### src/rtl/snake_step_if.sv
// Signal bundle between the direction/food logic, the step controller and the
// snake body shift register. The slave side is the step controller itself.
interface snake_step_if;
  logic        start;
  logic        dir_up;
  logic        dir_down;
  logic        dir_left;
  logic        dir_right;
  logic        food_eaten;
  logic        collision_in;
  logic        shift_enable;
  logic [10:0] horizontal_head_coord;
  logic [10:0] vertical_head_coord;
  logic [9:0]  active_mask;
  logic        body_clear;
  logic        game_over;
  logic [6:0]  score;
  logic [2:0]  state;

  modport master (
    output start, dir_up, dir_down, dir_left, dir_right, food_eaten, collision_in,
    input  shift_enable, horizontal_head_coord, vertical_head_coord, active_mask,
           body_clear, game_over, score, state
  );

  modport slave (
    input  start, dir_up, dir_down, dir_left, dir_right, food_eaten, collision_in,
    output shift_enable, horizontal_head_coord, vertical_head_coord, active_mask,
           body_clear, game_over, score, state
  );
endinterface

### src/rtl/snake_step_controller.sv
// Snake game sequencer: step timing, next-head computation, body length mask,
// wall and self-collision checks.
//
// state  | meaning
// IDLE   | waiting for the first start pulse
// RUN    | tick counter running, direction requests latched
// STEP   | one-cycle shift strobe, new head and mask presented
// CHECK1 | wait for the shift register's collision flag to settle
// CHECK2 | sample collision_in
// LOST   | game over, outputs frozen until start
module snake_step_controller #(
  parameter int TICK_CYCLES = 2500000,
  parameter int CELL        = 20,
  parameter int H_MAX       = 620,
  parameter int V_MAX       = 460,
  parameter int START_H     = 320,
  parameter int START_V     = 240
) (
  input  logic       clock,
  input  logic       reset,
  snake_step_if.slave bus
);

  typedef enum logic [2:0] {
    S_IDLE   = 3'd0,
    S_RUN    = 3'd1,
    S_STEP   = 3'd2,
    S_CHECK1 = 3'd3,
    S_CHECK2 = 3'd4,
    S_LOST   = 3'd5
  } state_t;

  // Encoding chosen so that opposite directions differ only in bit 0.
  typedef enum logic [1:0] {
    D_UP    = 2'd0,
    D_DOWN  = 2'd1,
    D_LEFT  = 2'd2,
    D_RIGHT = 2'd3
  } dir_t;

  localparam int TW = (TICK_CYCLES > 2) ? $clog2(TICK_CYCLES) : 2;
  localparam logic [TW-1:0] TICK_LAST = TW'(TICK_CYCLES - 1);

  state_t        state_q, state_d;
  dir_t          dir_q, dir_d, req_dir;
  logic [TW-1:0] tick_q, tick_d;
  logic [10:0]   head_h_q, head_h_d, head_v_q, head_v_d;
  logic [10:0]   next_h, next_v;
  logic [11:0]   h_ext, v_ext;
  logic [3:0]    len_q, len_d;
  logic          grow_q, grow_d;
  logic [6:0]    score_q, score_d;
  logic [9:0]    mask_q, mask_d;
  logic          clear_q, clear_d;
  logic          req_valid, req_opposite, wall;

  function automatic logic [9:0] mask_for(input logic [3:0] n);
    logic [9:0] m;
    for (int i = 0; i < 10; i++) m[i] = (i <= int'(n));
    return m;
  endfunction

  assign h_ext = {1'b0, head_h_q};
  assign v_ext = {1'b0, head_v_q};

  // Candidate head one cell ahead in the latched direction, plus wall detection.
  always_comb begin
    next_h = head_h_q;
    next_v = head_v_q;
    wall   = 1'b0;
    case (dir_q)
      D_UP:    if (v_ext < 12'(CELL)) wall = 1'b1;
               else next_v = head_v_q - 11'(CELL);
      D_DOWN:  if (v_ext + 12'(CELL) > 12'(V_MAX)) wall = 1'b1;
               else next_v = head_v_q + 11'(CELL);
      D_LEFT:  if (h_ext < 12'(CELL)) wall = 1'b1;
               else next_h = head_h_q - 11'(CELL);
      default: if (h_ext + 12'(CELL) > 12'(H_MAX)) wall = 1'b1;
               else next_h = head_h_q + 11'(CELL);
    endcase
  end

  // Highest-priority direction request: up > down > left > right.
  always_comb begin
    req_valid = 1'b1;
    req_dir   = dir_q;
    if (bus.dir_up)         req_dir = D_UP;
    else if (bus.dir_down)  req_dir = D_DOWN;
    else if (bus.dir_left)  req_dir = D_LEFT;
    else if (bus.dir_right) req_dir = D_RIGHT;
    else                    req_valid = 1'b0;
  end

  assign req_opposite = ((req_dir ^ dir_q) == 2'b01);

  // Next-state and datapath update for the step sequencer.
  always_comb begin
    state_d  = state_q;
    tick_d   = tick_q;
    dir_d    = dir_q;
    head_h_d = head_h_q;
    head_v_d = head_v_q;
    len_d    = len_q;
    grow_d   = grow_q;
    score_d  = score_q;
    mask_d   = mask_q;
    clear_d  = 1'b0;

    if (bus.food_eaten && state_q != S_IDLE && state_q != S_LOST) grow_d = 1'b1;

    case (state_q)
      S_IDLE: begin
        if (bus.start) begin
          state_d = S_RUN;
          mask_d  = 10'h001;
        end
      end
      S_RUN: begin
        // A reversal would run the head straight into its own neck.
        if (req_valid && !(len_q != 4'd0 && req_opposite)) dir_d = req_dir;
        if (tick_q == TICK_LAST) begin
          if (wall) begin
            state_d = S_LOST;
          end else begin
            state_d  = S_STEP;
            tick_d   = '0;
            head_h_d = next_h;
            head_v_d = next_v;
            // Growth is committed here so the new mask is valid through STEP;
            // food arriving in this cycle waits for the following step.
            grow_d   = bus.food_eaten;
            if (grow_q) begin
              if (score_q < 7'd99) score_d = score_q + 7'd1;
              if (len_q < 4'd9)    len_d   = len_q + 4'd1;
            end
            mask_d = mask_for(len_d);
          end
        end else begin
          tick_d = tick_q + TW'(1);
        end
      end
      S_STEP:   state_d = S_CHECK1;
      S_CHECK1: state_d = S_CHECK2;
      S_CHECK2: state_d = bus.collision_in ? S_LOST : S_RUN;
      S_LOST: begin
        if (bus.start) begin
          state_d  = S_RUN;
          tick_d   = '0;
          dir_d    = D_RIGHT;
          head_h_d = 11'(START_H);
          head_v_d = 11'(START_V);
          len_d    = 4'd0;
          grow_d   = 1'b0;
          score_d  = 7'd0;
          mask_d   = 10'h001;
          clear_d  = 1'b1;
        end
      end
      default: state_d = S_IDLE;
    endcase
  end

  // State and datapath registers, asynchronously cleared by reset.
  always_ff @(posedge clock or posedge reset) begin
    if (reset) begin
      state_q  <= S_IDLE;
      tick_q   <= '0;
      dir_q    <= D_RIGHT;
      head_h_q <= 11'(START_H);
      head_v_q <= 11'(START_V);
      len_q    <= 4'd0;
      grow_q   <= 1'b0;
      score_q  <= 7'd0;
      mask_q   <= 10'h000;
      clear_q  <= 1'b0;
    end else begin
      state_q  <= state_d;
      tick_q   <= tick_d;
      dir_q    <= dir_d;
      head_h_q <= head_h_d;
      head_v_q <= head_v_d;
      len_q    <= len_d;
      grow_q   <= grow_d;
      score_q  <= score_d;
      mask_q   <= mask_d;
      clear_q  <= clear_d;
    end
  end

  assign bus.shift_enable          = (state_q == S_STEP);
  assign bus.game_over             = (state_q == S_LOST);
  assign bus.horizontal_head_coord = head_h_q;
  assign bus.vertical_head_coord   = head_v_q;
  assign bus.active_mask           = mask_q;
  assign bus.body_clear            = clear_q;
  assign bus.score                 = score_q;
  assign bus.state                 = state_q;

endmodule

### src/flat_wrapper.sv
// flat-port wrapper written by rule: the top's interface ports become plain ports
module snake_step_controller_flat 
#(
  parameter int TICK_CYCLES = 2500000,
  parameter int CELL        = 20,
  parameter int H_MAX       = 620,
  parameter int V_MAX       = 460,
  parameter int START_H     = 320,
  parameter int START_V     = 240
)
  (clock, reset, bus_start, bus_dir_up, bus_dir_down, bus_dir_left, bus_dir_right, bus_food_eaten, bus_collision_in, bus_shift_enable, bus_horizontal_head_coord, bus_vertical_head_coord, bus_active_mask, bus_body_clear, bus_game_over, bus_score, bus_state);
  snake_step_if bus_i ();
  input  logic clock;
  input  logic reset;
  input wire logic [$bits(bus_i.start)-1:0] bus_start;
  input wire logic [$bits(bus_i.dir_up)-1:0] bus_dir_up;
  input wire logic [$bits(bus_i.dir_down)-1:0] bus_dir_down;
  input wire logic [$bits(bus_i.dir_left)-1:0] bus_dir_left;
  input wire logic [$bits(bus_i.dir_right)-1:0] bus_dir_right;
  input wire logic [$bits(bus_i.food_eaten)-1:0] bus_food_eaten;
  input wire logic [$bits(bus_i.collision_in)-1:0] bus_collision_in;
  output wire logic [$bits(bus_i.shift_enable)-1:0] bus_shift_enable;
  output wire logic [$bits(bus_i.horizontal_head_coord)-1:0] bus_horizontal_head_coord;
  output wire logic [$bits(bus_i.vertical_head_coord)-1:0] bus_vertical_head_coord;
  output wire logic [$bits(bus_i.active_mask)-1:0] bus_active_mask;
  output wire logic [$bits(bus_i.body_clear)-1:0] bus_body_clear;
  output wire logic [$bits(bus_i.game_over)-1:0] bus_game_over;
  output wire logic [$bits(bus_i.score)-1:0] bus_score;
  output wire logic [$bits(bus_i.state)-1:0] bus_state;
  assign bus_i.start = bus_start;
  assign bus_i.dir_up = bus_dir_up;
  assign bus_i.dir_down = bus_dir_down;
  assign bus_i.dir_left = bus_dir_left;
  assign bus_i.dir_right = bus_dir_right;
  assign bus_i.food_eaten = bus_food_eaten;
  assign bus_i.collision_in = bus_collision_in;
  assign bus_shift_enable = bus_i.shift_enable;
  assign bus_horizontal_head_coord = bus_i.horizontal_head_coord;
  assign bus_vertical_head_coord = bus_i.vertical_head_coord;
  assign bus_active_mask = bus_i.active_mask;
  assign bus_body_clear = bus_i.body_clear;
  assign bus_game_over = bus_i.game_over;
  assign bus_score = bus_i.score;
  assign bus_state = bus_i.state;
  snake_step_controller #(.TICK_CYCLES(TICK_CYCLES), .CELL(CELL), .H_MAX(H_MAX), .V_MAX(V_MAX), .START_H(START_H), .START_V(START_V)) u_core (.clock(clock), .reset(reset), .bus(bus_i));
endmodule
### config.mk
export PLATFORM = sky130hd
export DESIGN_NAME = snake_step_controller_flat
export DESIGN_NICKNAME = d
export VERILOG_FILES = /design/src/rtl/snake_step_if.sv /design/src/rtl/snake_step_controller.sv /design/src/flat_wrapper.sv
export SDC_FILE = /design/constraint.sdc
export NUM_CORES = 1
export LEC_CHECK = 0
export ABC_AREA = 1
export BUFFER_PORTS_ARGS = -buffer_cell sky130_fd_sc_hd__buf_2
export CAP_MARGIN = 20
export CORE_ASPECT_RATIO = 1.1
export CORE_MARGIN = 5
export CORE_UTILIZATION = 30
export DETAILED_ROUTE_END_ITERATION = 16
export SYNTH_ARGS = -nofsm -noshare
export SYNTH_HDL_FRONTEND = slang
export SYNTH_SLANG_ARGS = --single-unit
### constraint.sdc
create_clock -name clock -period 2 [get_ports clock]
set_clock_uncertainty 0.1 [all_clocks]
set_input_delay 0.2 -clock clock [delete_from_list [all_inputs] [get_ports clock]]
set_output_delay 0.2 -clock clock [all_outputs]
set_load 0.02 [all_outputs]
==> impl_metrics.ini <==
[drt]
drc = 0
avgRoutedWirePerCell_um = 13.5
ant_nets = 0
vias = 5653
drtIter0Drc = 451
wl_mm = 15.9
via_per_inst = 4.79
first_pass_iters = 5

[critical_path]
path_cells = inv_2 -> buf_4 -> buf_4 -> o21bai_1 -> a211oi_2 -> nand2_1 -> nand3_4 -> nand2_4 -> nand2_4 -> nand2_8 -> buf_12 -> nand2_8 -> nand2_2 -> nand2_2
path_class = reg -> reg
cp_max_fo = 8
critPathRequiredTime_ps = 2140
rr_worst_depth = 14
r2r_end = u_core.bus.active_mask[6]$_DFFE_PP0P_
worstPathArrival_ps = 2440
reg2reg_slack_ps = -300
critPathCaptureType = register
slowest_delay_ps = 600
critPathSlowestCell = dfstp_2
r2r-start = u_core.bus.vertical_head_coord[4]$_DFFE_PP1P_
start_kind = register

[run_status]
violations = setup timing
status = finished with violations

[floorplanning]
initial_core_util_pct = 30.8
row_count = 50
core_area_um2 = 17100
fp.dieH_um = 149
io_pins = 54
dieArea_um2 = 20400
die_w_um = 136

[hold_path]
hold_path_startpoint = bus_dir_up
hold_depth = 4
min_to = u_core.dir_q[0]$_DFFE_PP1P_
hp-class = in -> reg

[synthesis]
ys_warn_count = 0
ys_types = 47
synth-adder-area-share_pct = 2.13
synth_top_family_by_area = simple AND/OR/NAND/NOR gates
synthCells = 784
synth_xor_area_share_pct = 4.98
synth.avg_cell_area_um2 = 6.73
yosysSeqAreaShare_pct = 32.4
synth_compound_area_share_pct = 7.70
yosys_register_bits = 68
synthSimpleGateAreaFrac_pct = 43.6
syn_area_um2 = 5280
synthMuxAreaShare_pct = 0

[clock_network]
max-clock-path-buffers = 2
cts.sinks = 68
cts.clk_slew.worst_paths_ps = 60
clk_latency_ps = 350
cts_htree_levels = 3
cts_root_buf = clkbuf_16
cts_tree = done
cts_buffers = 9

[finish]
finalNetCount = 958
instances_no_fill = 1179
multi_input_area_um2 = 3330
fillers = 1791
final_layout_size_suffix_gt1_share_pct = 30.7
antenna_cells = 0
area.growth.synth_to_final_pct = 38.4
register_area_um2 = 1720

[grt]
grt_pass1_wl_mm = 26.6
grt-ovfl-total = 0
grt_pass1_vias = 5391
antenna_found_initial = 0
grt_usage_pct = 15.9
grt_max_degree = 47

[place]
gp_congestion = 0.877
post-place-ws_ps = -279
hpwl_mm = 11.0
placed_cells_incl_taps = 1143
portBuffers = 49

[power_and_ir_drop]
p_total_uw = 12300
power_leakage_uw = 0.00366
peakVddDrop_mv = 0.789
powerDensity_nw_per_um2 = 1680

[timing]
fin_crit_ps = 2300
hold_viol_final = 0
setup_viol = 66
holdWs_ps = 135
slew_headroom_pct = 57.2
period_share_pct = 115
slew_viol_final = 0
layout_setup_ws_ps = -302
clock.fmax_mhz = 434
fin_tns_setup_ps = -15580
rsz0062_at_grt = true
worstMarginPinSlew_ps = 642

[run]
cap_violations = 0
synthesized netlist by cell type (all sizes together):
cell | count | area share [%]
nand2 | 255 | 19
o211a | 1 | 0.19
a2111o | 1 | 0.21
nor4 | 7 | 0.83
ha | 9 | 2.1
clkbuf | 9 | 0.66
xnor2 | 4 | 0.66
o31ai | 1 | 0.14
nor2 | 93 | 7.6
o21bai | 2 | 0.28
buf | 25 | 3.0
xor2 | 26 | 4.3
a21oi | 26 | 2.5
dfstp | 8 | 4.0
dfrtp | 60 | 28
nand4 | 58 | 7.3
o211ai | 2 | 0.28
inv | 76 | 5.5
nand3b | 4 | 0.57
nor3b | 1 | 0.14
conb | 1 | 0.071
a31oi | 3 | 0.36
a311oi | 1 | 0.17
or2 | 5 | 0.59
nand3 | 54 | 5.8
o22ai | 2 | 0.24
nor3 | 19 | 1.8
o21ai | 28 | 2.9
o21a | 1 | 0.14
a211oi | 2 | 0.28
routing by layer:
metal / vias to the layer above / track usage, % / part of all wire (%)
met5: - / 0 / 0
met4: 0 / 5.14 / 1.2
met3: 13 / 2.56 / 3.8
met2: 117 / 26.0 / 48
met1: 2633 / 21.5 / 47
li1: 2890 / - / -
layout make-up:
type,instances,area share [%]
repair buffers,175,18.3
clock inverters,5,1.15
well taps,234,4.01
inverters,76,3.97
flip-flops and latches,68,23.5
multi-input cells,610,45.6
clock buffers,11,3.46
cells by family after synthesis:
kind of cell,Yosys count
other,1
XOR/XNOR,30
AND/OR/NAND/NOR,496
flip-flops,68
buffers and inverters,110
AO/OA/AOI/OAI,70
adder cells (fa/ha/maj),9
worst max path at each step:
stage,startpoint,cells past startpoint,end
after floorplan,u_core.bus.vertical_head_coord[6]$_DFFE_PP1P_,17,u_core.bus.active_mask[8]$_DFFE_PP0P_
after global placement,u_core.bus.vertical_head_coord[5]$_DFFE_PP1P_,16,u_core.bus.active_mask[2]$_DFFE_PP0P_
after detailed placement,u_core.bus.vertical_head_coord[5]$_DFFE_PP1P_,16,u_core.bus.active_mask[3]$_DFFE_PP0P_
after CTS,u_core.bus.vertical_head_coord[4]$_DFFE_PP1P_,16,u_core.bus.active_mask[5]$_DFFE_PP0P_
after global routing,u_core.bus.vertical_head_coord[4]$_DFFE_PP1P_,16,u_core.bus.active_mask[3]$_DFFE_PP0P_
final,u_core.bus.vertical_head_coord[4]$_DFFE_PP1P_,14,u_core.bus.active_mask[6]$_DFFE_PP0P_
worst max-delay path: cells and delay by family (launching register included):
kind                   cells  cell delay, ps
AO/OA/AOI/OAI              2             240
AND/OR/NAND/NOR            8             730
buffers and inverters      4             510
flip-flops                 1             600
power by group:
| group | internal (uW) | leakage, uW | switching (uW) | total, uW |
|---|---|---|---|---|
| clock network | 1160 | 0.000158 | 654 | 1820 |
| logic | 3490 | 0.00263 | 4640 | 8130 |
| registers | 1870 | 0.000872 | 482 | 2350 |
| total | 6520 | 0.00366 | 5780 | 12300 |
per-stage QoR:
| stage | area [um^2] | util [%] |
|---|---|---|
| after floorplan | 5370 | - |
| after global placement | 6540 | 38.2 |
| after detailed placement | 6540 | 38.2 |
| after CTS | 7170 | 41.8 |
| after global routing | 7310 | 42.6 |
| final | 7310 | 42.6 |
flip-flops by register name, indices dropped and copies added, names as in the netlist:
signal                            cells
u_core.tick_q                        22
u_core.bus.vertical_head_coord        9
u_core.bus.state                      3
u_core.dir_q                          2
u_core.grow_q                         1
u_core.bus.horizontal_head_coord      9
u_core.bus.body_clear                 1
u_core.bus.score                      7
u_core.bus.active_mask               10
u_core.len_q                          4
cells in the final DEF, fill, tap and decap left out, types with 22 or more instances in the layout:
cell type / netlist / layout
nand2_1: 245 / 216
xor2_1: 26 / 26
dfrtp_1: 60 / 56
nand2_2: 7 / 31
inv_1: 65 / 63
a21oi_1: 25 / 25
o21ai_0: 25 / 22
nor2_1: 83 / 80
nand4_1: 56 / 56
nand3_1: 51 / 47
buf_2: 8 / 49
buf_4: 9 / 111
repair_timing:
action / CTS / global route
hold buffers: 1 / 0
gates cloned: 3 / 1
pin swaps: 11 / 4
gates resized for setup: 33 / 28
setup buffers: 12 / 3
setup endpoints to repair: 67 / 67
hold endpoints to repair: 60 / 0
Note: power is estimated with default switching activity, not from simulation.
